### src/rtl/ucie_thermal_pkg.sv
// Shared types and default constants for the UCIe thermal throttle controller.
// Latency: n/a (package only).
// Backpressure: n/a (package only).
package ucie_thermal_pkg;

  // Throttle severity, ordered so that a numeric compare gives severity order.
  typedef enum logic [1:0] {
    NONE   = 2'd0,
    LIGHT  = 2'd1,
    MEDIUM = 2'd2,
    HEAVY  = 2'd3
  } throttle_level_e;

  localparam int T_INIT_DEF       = 25;
  localparam int T_LIGHT_DEF      = 85;
  localparam int T_MED_DEF        = 95;
  localparam int T_HEAVY_DEF      = 105;
  localparam int HYST_DEF         = 5;
  localparam int DWELL_SWEEPS_DEF = 4;
  localparam int ZONE_THRESH_DEF  = 100;

  // Sensors per thermal zone.
  localparam int ZONE_SIZE = 8;

  // De-escalation threshold for a level; saturates at 0 so a small threshold
  // with a large hysteresis can never wrap to a huge unsigned value.
  function automatic int deesc_thresh(input int t, input int h);
    return (t > h) ? (t - h) : 0;
  endfunction

endpackage

### src/rtl/ucie_thermal_scanner.sv
// Sensor scanner: walks one sensor per enabled cycle, accumulating sum/max/valid count/zone flags.
// Latency: sweep results (fin_*) are presented combinationally with sweep_end on the last index; sweep_done follows as a registered pulse.
// Backpressure: none; enable=0 discards the partial sweep and restarts at index 0.
//
// Ports:
//   clk_app, rst_n       clock, synchronous active-low reset
//   enable               scan enable
//   sensor_data/valid    per-sensor readings and valid bits
//   cur_avg              currently published average, substituted for invalid sensors
//   sweep_end            high in the cycle sampling the last sensor (comb)
//   fin_avg/max/zone     sweep results including the last sensor (comb)
//   fin_any_valid        at least one valid sensor in this sweep (comb)
//   sweep_done           registered one-cycle pulse, coincident with top-level result registers
module ucie_thermal_scanner
  import ucie_thermal_pkg::*;
#(
  parameter int NUM_SENSORS = 64,
  parameter int TEMP_W      = 8,
  parameter int ZONE_THRESH = ZONE_THRESH_DEF
) (
  input  logic                                clk_app,
  input  logic                                rst_n,
  input  logic                                enable,
  input  logic [NUM_SENSORS-1:0][TEMP_W-1:0]  sensor_data,
  input  logic [NUM_SENSORS-1:0]              sensor_valid,
  input  logic [TEMP_W-1:0]                   cur_avg,
  output logic                                sweep_end,
  output logic [TEMP_W-1:0]                   fin_avg,
  output logic [TEMP_W-1:0]                   fin_max,
  output logic [NUM_SENSORS/ZONE_SIZE-1:0]    fin_zone,
  output logic                                fin_any_valid,
  output logic                                sweep_done
);

  localparam int IDX_W     = $clog2(NUM_SENSORS);
  localparam int SUM_W     = TEMP_W + IDX_W;
  localparam int CNT_W     = IDX_W + 1;
  localparam int NUM_ZONES = NUM_SENSORS / ZONE_SIZE;
  localparam logic [IDX_W-1:0]  LAST_IDX = IDX_W'(NUM_SENSORS - 1);
  localparam logic [TEMP_W-1:0] ZT       = TEMP_W'(ZONE_THRESH);

  logic [IDX_W-1:0]     idx_q;
  logic [SUM_W-1:0]     sum_q;
  logic [TEMP_W-1:0]    max_q;
  logic [CNT_W-1:0]     cnt_q;
  logic [NUM_ZONES-1:0] zone_q;

  logic [TEMP_W-1:0]    samp;
  logic                 samp_vld;
  logic [TEMP_W-1:0]    add_val;
  logic [SUM_W-1:0]     sum_nxt;
  logic [TEMP_W-1:0]    max_nxt;
  logic [CNT_W-1:0]     cnt_nxt;
  logic [NUM_ZONES-1:0] zone_nxt;
  logic                 hot;

  always_comb begin
    samp     = sensor_data[idx_q];
    samp_vld = sensor_valid[idx_q];
    // An invalid sensor contributes the current average, which keeps the
    // divisor fixed at NUM_SENSORS so the average is a plain shift.
    add_val  = samp_vld ? samp : cur_avg;
    sum_nxt  = sum_q + SUM_W'(add_val);
    max_nxt  = (samp_vld && (samp > max_q)) ? samp : max_q;
    cnt_nxt  = cnt_q + CNT_W'(samp_vld);
    hot      = samp_vld && (samp >= ZT);
    zone_nxt = zone_q;
    for (int z = 0; z < NUM_ZONES; z++) begin
      if (hot && ((int'(idx_q) / ZONE_SIZE) == z)) begin
        zone_nxt[z] = 1'b1;
      end
    end
  end

  assign sweep_end     = enable && (idx_q == LAST_IDX);
  assign fin_avg       = TEMP_W'(sum_nxt >> IDX_W);
  assign fin_max       = max_nxt;
  assign fin_zone      = zone_nxt;
  assign fin_any_valid = (cnt_nxt != '0);

  always_ff @(posedge clk_app) begin
    if (!rst_n || !enable) begin
      idx_q      <= '0;
      sum_q      <= '0;
      max_q      <= '0;
      cnt_q      <= '0;
      zone_q     <= '0;
      sweep_done <= 1'b0;
    end else begin
      sweep_done <= sweep_end;
      if (sweep_end) begin
        idx_q  <= '0;
        sum_q  <= '0;
        max_q  <= '0;
        cnt_q  <= '0;
        zone_q <= '0;
      end else begin
        idx_q  <= idx_q + IDX_W'(1);
        sum_q  <= sum_nxt;
        max_q  <= max_nxt;
        cnt_q  <= cnt_nxt;
        zone_q <= zone_nxt;
      end
    end
  end

endmodule

### src/rtl/ucie_thermal_throttle_ctrl.sv
// Thermal manager: publishes per-sweep average/max/zone alarms and runs the hysteretic throttle FSM.
// Latency: results and throttle level update on the edge that samples the last sensor (NUM_SENSORS enabled cycles per sweep).
// Backpressure: none; enable=0 freezes all outputs and FSM state, and the next sweep restarts from sensor 0.
//
// Ports:
//   clk_app, rst_n             clock, synchronous active-low reset
//   enable                     scan enable
//   sensor_data, sensor_valid  per-sensor readings and valid bits
//   die_temperature_avg/max    last sweep average / maximum over valid sensors
//   thermal_throttle_level     0=None 1=Light 2=Medium 3=Heavy
//   thermal_throttle_active    level != 0
//   thermal_zone_status        per-zone alarm (8 sensors per zone)
//   sensor_fault               last sweep had no valid sensor
//   sweep_done                 one-cycle pulse when results update
module ucie_thermal_throttle_ctrl
  import ucie_thermal_pkg::*;
#(
  parameter int NUM_SENSORS  = 64,
  parameter int TEMP_W       = 8,
  parameter int T_INIT       = T_INIT_DEF,
  parameter int T_LIGHT      = T_LIGHT_DEF,
  parameter int T_MED        = T_MED_DEF,
  parameter int T_HEAVY      = T_HEAVY_DEF,
  parameter int HYST         = HYST_DEF,
  parameter int DWELL_SWEEPS = DWELL_SWEEPS_DEF,
  parameter int ZONE_THRESH  = ZONE_THRESH_DEF
) (
  input  logic                                clk_app,
  input  logic                                rst_n,
  input  logic                                enable,
  input  logic [NUM_SENSORS-1:0][TEMP_W-1:0]  sensor_data,
  input  logic [NUM_SENSORS-1:0]              sensor_valid,
  output logic [TEMP_W-1:0]                   die_temperature_avg,
  output logic [TEMP_W-1:0]                   die_temperature_max,
  output logic [1:0]                          thermal_throttle_level,
  output logic                                thermal_throttle_active,
  output logic [NUM_SENSORS/ZONE_SIZE-1:0]    thermal_zone_status,
  output logic                                sensor_fault,
  output logic                                sweep_done
);

  localparam int NUM_ZONES = NUM_SENSORS / ZONE_SIZE;
  localparam int DWELL_W   = $clog2(DWELL_SWEEPS + 1);

  localparam logic [TEMP_W-1:0] TH_LIGHT = TEMP_W'(T_LIGHT);
  localparam logic [TEMP_W-1:0] TH_MED   = TEMP_W'(T_MED);
  localparam logic [TEMP_W-1:0] TH_HEAVY = TEMP_W'(T_HEAVY);
  // One extra bit so a de-escalation threshold of 2^TEMP_W-1 plus headroom still compares correctly.
  localparam logic [TEMP_W:0] DE_LIGHT = (TEMP_W+1)'(deesc_thresh(T_LIGHT, HYST));
  localparam logic [TEMP_W:0] DE_MED   = (TEMP_W+1)'(deesc_thresh(T_MED, HYST));
  localparam logic [TEMP_W:0] DE_HEAVY = (TEMP_W+1)'(deesc_thresh(T_HEAVY, HYST));
  localparam logic [DWELL_W-1:0] DWELL_LAST = DWELL_W'(DWELL_SWEEPS - 1);

  logic                  sweep_end;
  logic [TEMP_W-1:0]     fin_avg;
  logic [TEMP_W-1:0]     fin_max;
  logic [NUM_ZONES-1:0]  fin_zone;
  logic                  fin_any_valid;

  throttle_level_e       level_q;
  logic [DWELL_W-1:0]    dwell_q;
  throttle_level_e       tgt;
  logic [TEMP_W:0]       de_thr;

  ucie_thermal_scanner #(
    .NUM_SENSORS (NUM_SENSORS),
    .TEMP_W      (TEMP_W),
    .ZONE_THRESH (ZONE_THRESH)
  ) u_scanner (
    .clk_app       (clk_app),
    .rst_n         (rst_n),
    .enable        (enable),
    .sensor_data   (sensor_data),
    .sensor_valid  (sensor_valid),
    .cur_avg       (die_temperature_avg),
    .sweep_end     (sweep_end),
    .fin_avg       (fin_avg),
    .fin_max       (fin_max),
    .fin_zone      (fin_zone),
    .fin_any_valid (fin_any_valid),
    .sweep_done    (sweep_done)
  );

  // Escalation target from the sweep's new maximum, and the de-escalation
  // threshold belonging to the level we are currently in.
  always_comb begin
    tgt = NONE;
    if (fin_max >= TH_HEAVY) begin
      tgt = HEAVY;
    end else if (fin_max >= TH_MED) begin
      tgt = MEDIUM;
    end else if (fin_max >= TH_LIGHT) begin
      tgt = LIGHT;
    end

    de_thr = '0;
    case (level_q)
      LIGHT:   de_thr = DE_LIGHT;
      MEDIUM:  de_thr = DE_MED;
      HEAVY:   de_thr = DE_HEAVY;
      default: de_thr = '0;
    endcase
  end

  assign thermal_throttle_level = level_q;

  always_ff @(posedge clk_app) begin
    if (!rst_n) begin
      die_temperature_avg     <= TEMP_W'(T_INIT);
      die_temperature_max     <= '0;
      thermal_zone_status     <= '0;
      sensor_fault            <= 1'b0;
      level_q                 <= NONE;
      thermal_throttle_active <= 1'b0;
      dwell_q                 <= '0;
    end else if (sweep_end) begin
      if (!fin_any_valid) begin
        // No trustworthy reading: hold published temperatures and fail safe.
        sensor_fault            <= 1'b1;
        level_q                 <= HEAVY;
        thermal_throttle_active <= 1'b1;
        dwell_q                 <= '0;
      end else begin
        die_temperature_avg <= fin_avg;
        die_temperature_max <= fin_max;
        thermal_zone_status <= fin_zone;
        sensor_fault        <= 1'b0;
        if (tgt > level_q) begin
          level_q                 <= tgt;
          thermal_throttle_active <= 1'b1;
          dwell_q                 <= '0;
        end else if ((level_q != NONE) && ({1'b0, fin_max} < de_thr)) begin
          if (dwell_q == DWELL_LAST) begin
            level_q                 <= throttle_level_e'(level_q - 2'd1);
            thermal_throttle_active <= (level_q != LIGHT);
            dwell_q                 <= '0;
          end else begin
            dwell_q <= dwell_q + DWELL_W'(1);
          end
        end else begin
          dwell_q <= '0;
        end
      end
    end
  end

endmodule

### config.mk
export PLATFORM = sky130hd
export DESIGN_NAME = ucie_thermal_throttle_ctrl
export DESIGN_NICKNAME = d
export VERILOG_FILES = /design/src/rtl/ucie_thermal_pkg.sv /design/src/rtl/ucie_thermal_scanner.sv /design/src/rtl/ucie_thermal_throttle_ctrl.sv
export SDC_FILE = /design/constraint.sdc
export NUM_CORES = 1
export LEC_CHECK = 0
export CORE_AREA = 4 4 234 236
export CTS_CLUSTER_SIZE = 10
export DETAILED_ROUTE_END_ITERATION = 7
export DIE_AREA = 0 0 238 240
export PLACE_DENSITY_LB_ADDON = 0.3
export SLEW_MARGIN = 40
export SYNTH_ARGS = -nofsm -noshare
export SYNTH_HDL_FRONTEND = slang
export SYNTH_HIERARCHICAL = 1
export SYNTH_SLANG_ARGS = --single-unit
### constraint.sdc
create_clock -name clk_app -period 16.95 [get_ports clk_app]
set_input_delay 3.39 -clock clk_app [delete_from_list [all_inputs] [get_ports clk_app]]
set_output_delay 3.39 -clock clk_app [all_outputs]
set_load 0.02 [all_outputs]
==> summary.txt <==
Result of the run -> finished clean
Number of buffer and inverter instances along the worst setup path -> 1
Setup repair after global routing missed its margin -> false
Syn avg cell area -> 10.86 um^2
Nets -> 1968
Netlist cell types -> 62
Clock root buffer master -> sky130_fd_sc_hd__clkbuf_16
DRC Markers -> 0
Number of buffers created by CTS -> 9
Fmax -> 118.5 MHz
Die W -> 238 um
Mapped Cells -> 803
1st-iter DRT viols -> 404
Total track usage -> 17.54%
Clock tree from TritonCTS -> built
Cell internal power dissipation -> 0.4960 mW
Most used routing layer in global routing -> met2
Non-filler cells, final -> 2057
CTS max path bufs -> 2
Peak ir drop on the vdd network -> 0.05348 mV
Setup TNS after final layout -> 0 ns
Total die area -> 0.05712 mm^2
Initial Utilization -> 16.63%
Post-CTS setup-driven buffer insertion count -> 0
Number of top-level pins -> 608
Mapped cell area -> 0.008722 mm^2
Fraction of synthesized cell area taken by the top area cell type -> 33.57%
Count of flip-flops with a built-in enable after synthesis -> 0
Area taken by flip-flops and latches -> 0.001515 mm^2
Sequential share of power -> 26.7%
Worst clock skew on the final layout -> 0.01093 ns
Total of fill cells in the finished design -> 5447
Port Buf Inserts -> 607
Most used flip-flop cell after synthesis -> sky130_fd_sc_hd__dfxtp_1
Number of vias per cell after detailed routing -> 4.543
Met3 Use GR -> 4.049%
CP max stage delay -> 0.54 ns
H-tree depth -> 3
Met2 Use GR -> 31.17%
Synth cell count leaders -> 130 x sky130_fd_sc_hd__mux4_2, 75 x sky130_fd_sc_hd__dfxtp_1, 68 x sky130_fd_sc_hd__nand2_1
Slew Viols, Final -> 0
Area growth from synthesis to layout -> 79.56%
Final routed wirelength across all metal layers -> 52.81 mm
Remaining max-slew budget at the tightest pin -> 51.95%
Final worst path period need -> 8.438 ns
Post-synthesis cell type with the largest combined area -> sky130_fd_sc_hd__mux4_2
Type of the setup path with the least slack -> in -> reg
Weighted congestion reported at the end of routability-driven placement -> 0.8429
Power per standard cell area -> 43.78 mW/mm^2
Pin count of the biggest net entering global routing -> 70
Row count -> 84
Clock network fraction of total power -> 29.2%
Arrival time at the worst endpoint -> 8.67 ns
Synth async-reset ratio -> 0%
Initial antenna violation count -> 23
Core region area -> 0.05245 mm^2
Finish-stage setup viols -> 0
Number of sinks on the clock net -> 75
#FFs+latches synth -> 75
Cells along the critical path -> clkdlybuf4s50_1, mux4_2, mux4_2, a21oi_1, a21oi_1, ha_1, nand3_1, o21ai_0, o311ai_4, mux2_4, nor4_1, o21bai_1, a31oi_1, ha_1, nand2_1, o21ai_2, nand2_1, a211oi_1, a2111oi_2
Kind of end point of the critical path -> register
Required time at the worst-slack endpoint -> 17.18 ns
Number of gates given a new drive strength after cts -> 0
Count of endpoints failing hold in the final timing report -> 0
Type of the tightest min-delay check -> reg -> reg
Count leader, synth -> sky130_fd_sc_hd__mux4_2
Number of nets produced by synthesis -> 1414
Max-cap violation count -> 0
Smallest hold slack -> 0.4499 ns
Critical Path Start -> sensor_data[373]
Die Y -> 240 um
Launch point of the worst reg-to-reg path -> u_scanner/idx_q[0]
Ranking of synthesized cells by area -> sky130_fd_sc_hd__mux4_2 34%, sky130_fd_sc_hd__dfxtp_1 17%, sky130_fd_sc_hd__mux2i_1 5.9%, sky130_fd_sc_hd__ha_1 4.4%, sky130_fd_sc_hd__mux4_1 3.6%
Met1 GRT Util -> 21.65%
Period utilisation layout -> 49.78%
Clock-pin slew of the registers on the worst-case setup and hold paths -> 0.06 ns
Reported net switching power -> 0.1896 mW
Detail Placement HPWL -> 45.04 mm
Overall power of the completed layout -> 0.6856 mW
Worst-skew pair later-pin latency -> 0.35 ns
Worst slew pin tran -> 0.7174 ns
Share of power burned in combinational logic -> 44.1%
Ratio of cells with drive above 1 in the final layout -> 14.98%
Wire length per cell -> 25.67 um
Via count of the first global-routing pass -> 10230
Total grt overflow -> 0
Sequential-to-total area share from yosys stat -> 17.21%
First-pass DRT Iterations -> 5
Cts hold-fix bufs -> 0
LEAKAGE -> 5.312 nW
Synthesis Warnings -> 6
Placed cell count -> 2034
Family with the most delay on the worst path -> compound AO/OA/AOI/OAI gates
Start point of the worst hold path -> dwell_q[2]
Multi-input combinational cell area -> 0.006634 mm^2
Global-route wire length before repair -> 72.59 mm
Number of nets with antenna violations after routing -> 0
Routed vias -> 9345
Net switching share of the total power -> 27.65%
CP max stage cell -> sky130_fd_sc_hd__mux4_2
Crit Path Max Fanout -> 8
Startpoint type of the worst setup path -> primary input
[routing by layer]
layer  vias up  share of wire [%]
met5         -               0.11
met4        10                2.2
met3        55                6.5
met2       414                 50
met1      4579                 41
li1       4287                  -
[cell families after synthesis]
kind of cell               after synthesis  share of synthesized area, %
AOI/OAI and AO/OA                      147                         11.56
xor gates and xnor gates                19                         1.908
adders and majority gates               32                         4.677
buffers and inverters                  103                         7.015
DFF                                     75                         17.21
muxes                                  209                         45.45
and+or+nand+nor                        218                         12.18
[worst reg2reg max path, delay by kind of cell, from the launching register on]
kind	cells	cell delay [ns]
AO/OA/AOI/OAI	9	2.11
adder cells (fa/ha/maj)	2	0.61
buffers and inverters	2	0.88
flip-flops	1	0.56
multiplexers	3	1.56
AND/OR/NAND/NOR	4	0.71
[sequential cells by signal, indices dropped and copies added, names as in the netlist, 3 cells and up]
register / count
die_temperature_max: 8
u_scanner/sum_q: 14
thermal_zone_status: 8
u_scanner/max_q: 8
die_temperature_avg: 8
dwell_q: 3
u_scanner/idx_q: 6
u_scanner/zone_q: 8
u_scanner/cnt_q: 7
[placed cells by master, fill, tap and decap left out, types with 4 or more instances in the layout]
| cell type | instances |
|---|---|
| sky130_fd_sc_hd__clkdlybuf4s50_1 | 607 |
| sky130_fd_sc_hd__mux4_2 | 130 |
| sky130_fd_sc_hd__dfxtp_1 | 70 |
| sky130_fd_sc_hd__nand2_1 | 67 |
| sky130_fd_sc_hd__mux2i_1 | 51 |
| sky130_fd_sc_hd__a21oi_1 | 48 |
| sky130_fd_sc_hd__nor2_1 | 42 |
| sky130_fd_sc_hd__ha_1 | 31 |
| sky130_fd_sc_hd__and2_1 | 25 |
| sky130_fd_sc_hd__inv_1 | 24 |
| sky130_fd_sc_hd__nand3_1 | 21 |
| sky130_fd_sc_hd__a22oi_1 | 15 |
| sky130_fd_sc_hd__o21ai_0 | 14 |
| sky130_fd_sc_hd__nor3_1 | 13 |
| sky130_fd_sc_hd__nor2b_1 | 12 |
| sky130_fd_sc_hd__o22ai_1 | 12 |
| sky130_fd_sc_hd__a22o_1 | 12 |
| sky130_fd_sc_hd__mux4_1 | 12 |
| sky130_fd_sc_hd__xnor2_1 | 10 |
| sky130_fd_sc_hd__buf_4 | 10 |
| sky130_fd_sc_hd__clkbuf_16 | 9 |
| sky130_fd_sc_hd__xor2_1 | 9 |
| sky130_fd_sc_hd__nand2b_1 | 8 |
| sky130_fd_sc_hd__and3_1 | 8 |
| sky130_fd_sc_hd__mux2_2 | 8 |
| sky130_fd_sc_hd__mux2_4 | 8 |
| sky130_fd_sc_hd__diode_2 | 7 |
| sky130_fd_sc_hd__a31oi_1 | 6 |
| sky130_fd_sc_hd__a21o_1 | 6 |
| sky130_fd_sc_hd__nand4_1 | 5 |
| sky130_fd_sc_hd__a221oi_1 | 5 |
| sky130_fd_sc_hd__clkinv_4 | 4 |
| sky130_fd_sc_hd__or2_2 | 4 |
| sky130_fd_sc_hd__a31o_2 | 4 |
[metrics by stage]
step                instance area (um^2)  setup slack [ns]  util (%)
floorplan                           8722             9.441         -
global placement                   15260             8.147     29.09
detailed placement                 15330             8.130     29.24
CTS                                15640             8.495     29.83
global route                       15650             8.221     29.84
finish                             15660             8.512     29.86
[power by group through the flow]
stage	clock network, mW	logic [mW]	registers, mW
floorplan	0	0.138	0.185
global placement	0	0.298	0.188
detailed placement	0	0.305	0.187
CTS	0.206	0.306	0.183
global route	0.212	0.324	0.184
finish	0.200	0.302	0.183
[cell type report]
| cell class | instances | area share (%) |
|---|---|---|
| Antenna cell | 7 | 0.1118 |
| Clock buffer | 9 | 1.438 |
| Clock inverter | 7 | 0.5433 |
| Inverter | 25 | 0.5992 |
| Multi-Input combinational cell | 625 | 42.36 |
| Sequential cell | 75 | 9.675 |
| Tap cell | 688 | 5.497 |
| Timing Repair Buffer | 621 | 39.78 |
[final timing paths]
path | end | slack, ns | depth (start not counted)
worst min-delay path | dwell_q[2] | 0.45 | 2
worst max register to register | thermal_throttle_level[0] | 10.41 | 20
worst max-delay path | thermal_throttle_level[0] | 8.51 | 19
worst min register to register | dwell_q[2] | 0.45 | 2
Note: power is estimated with default switching activity, not from simulation.
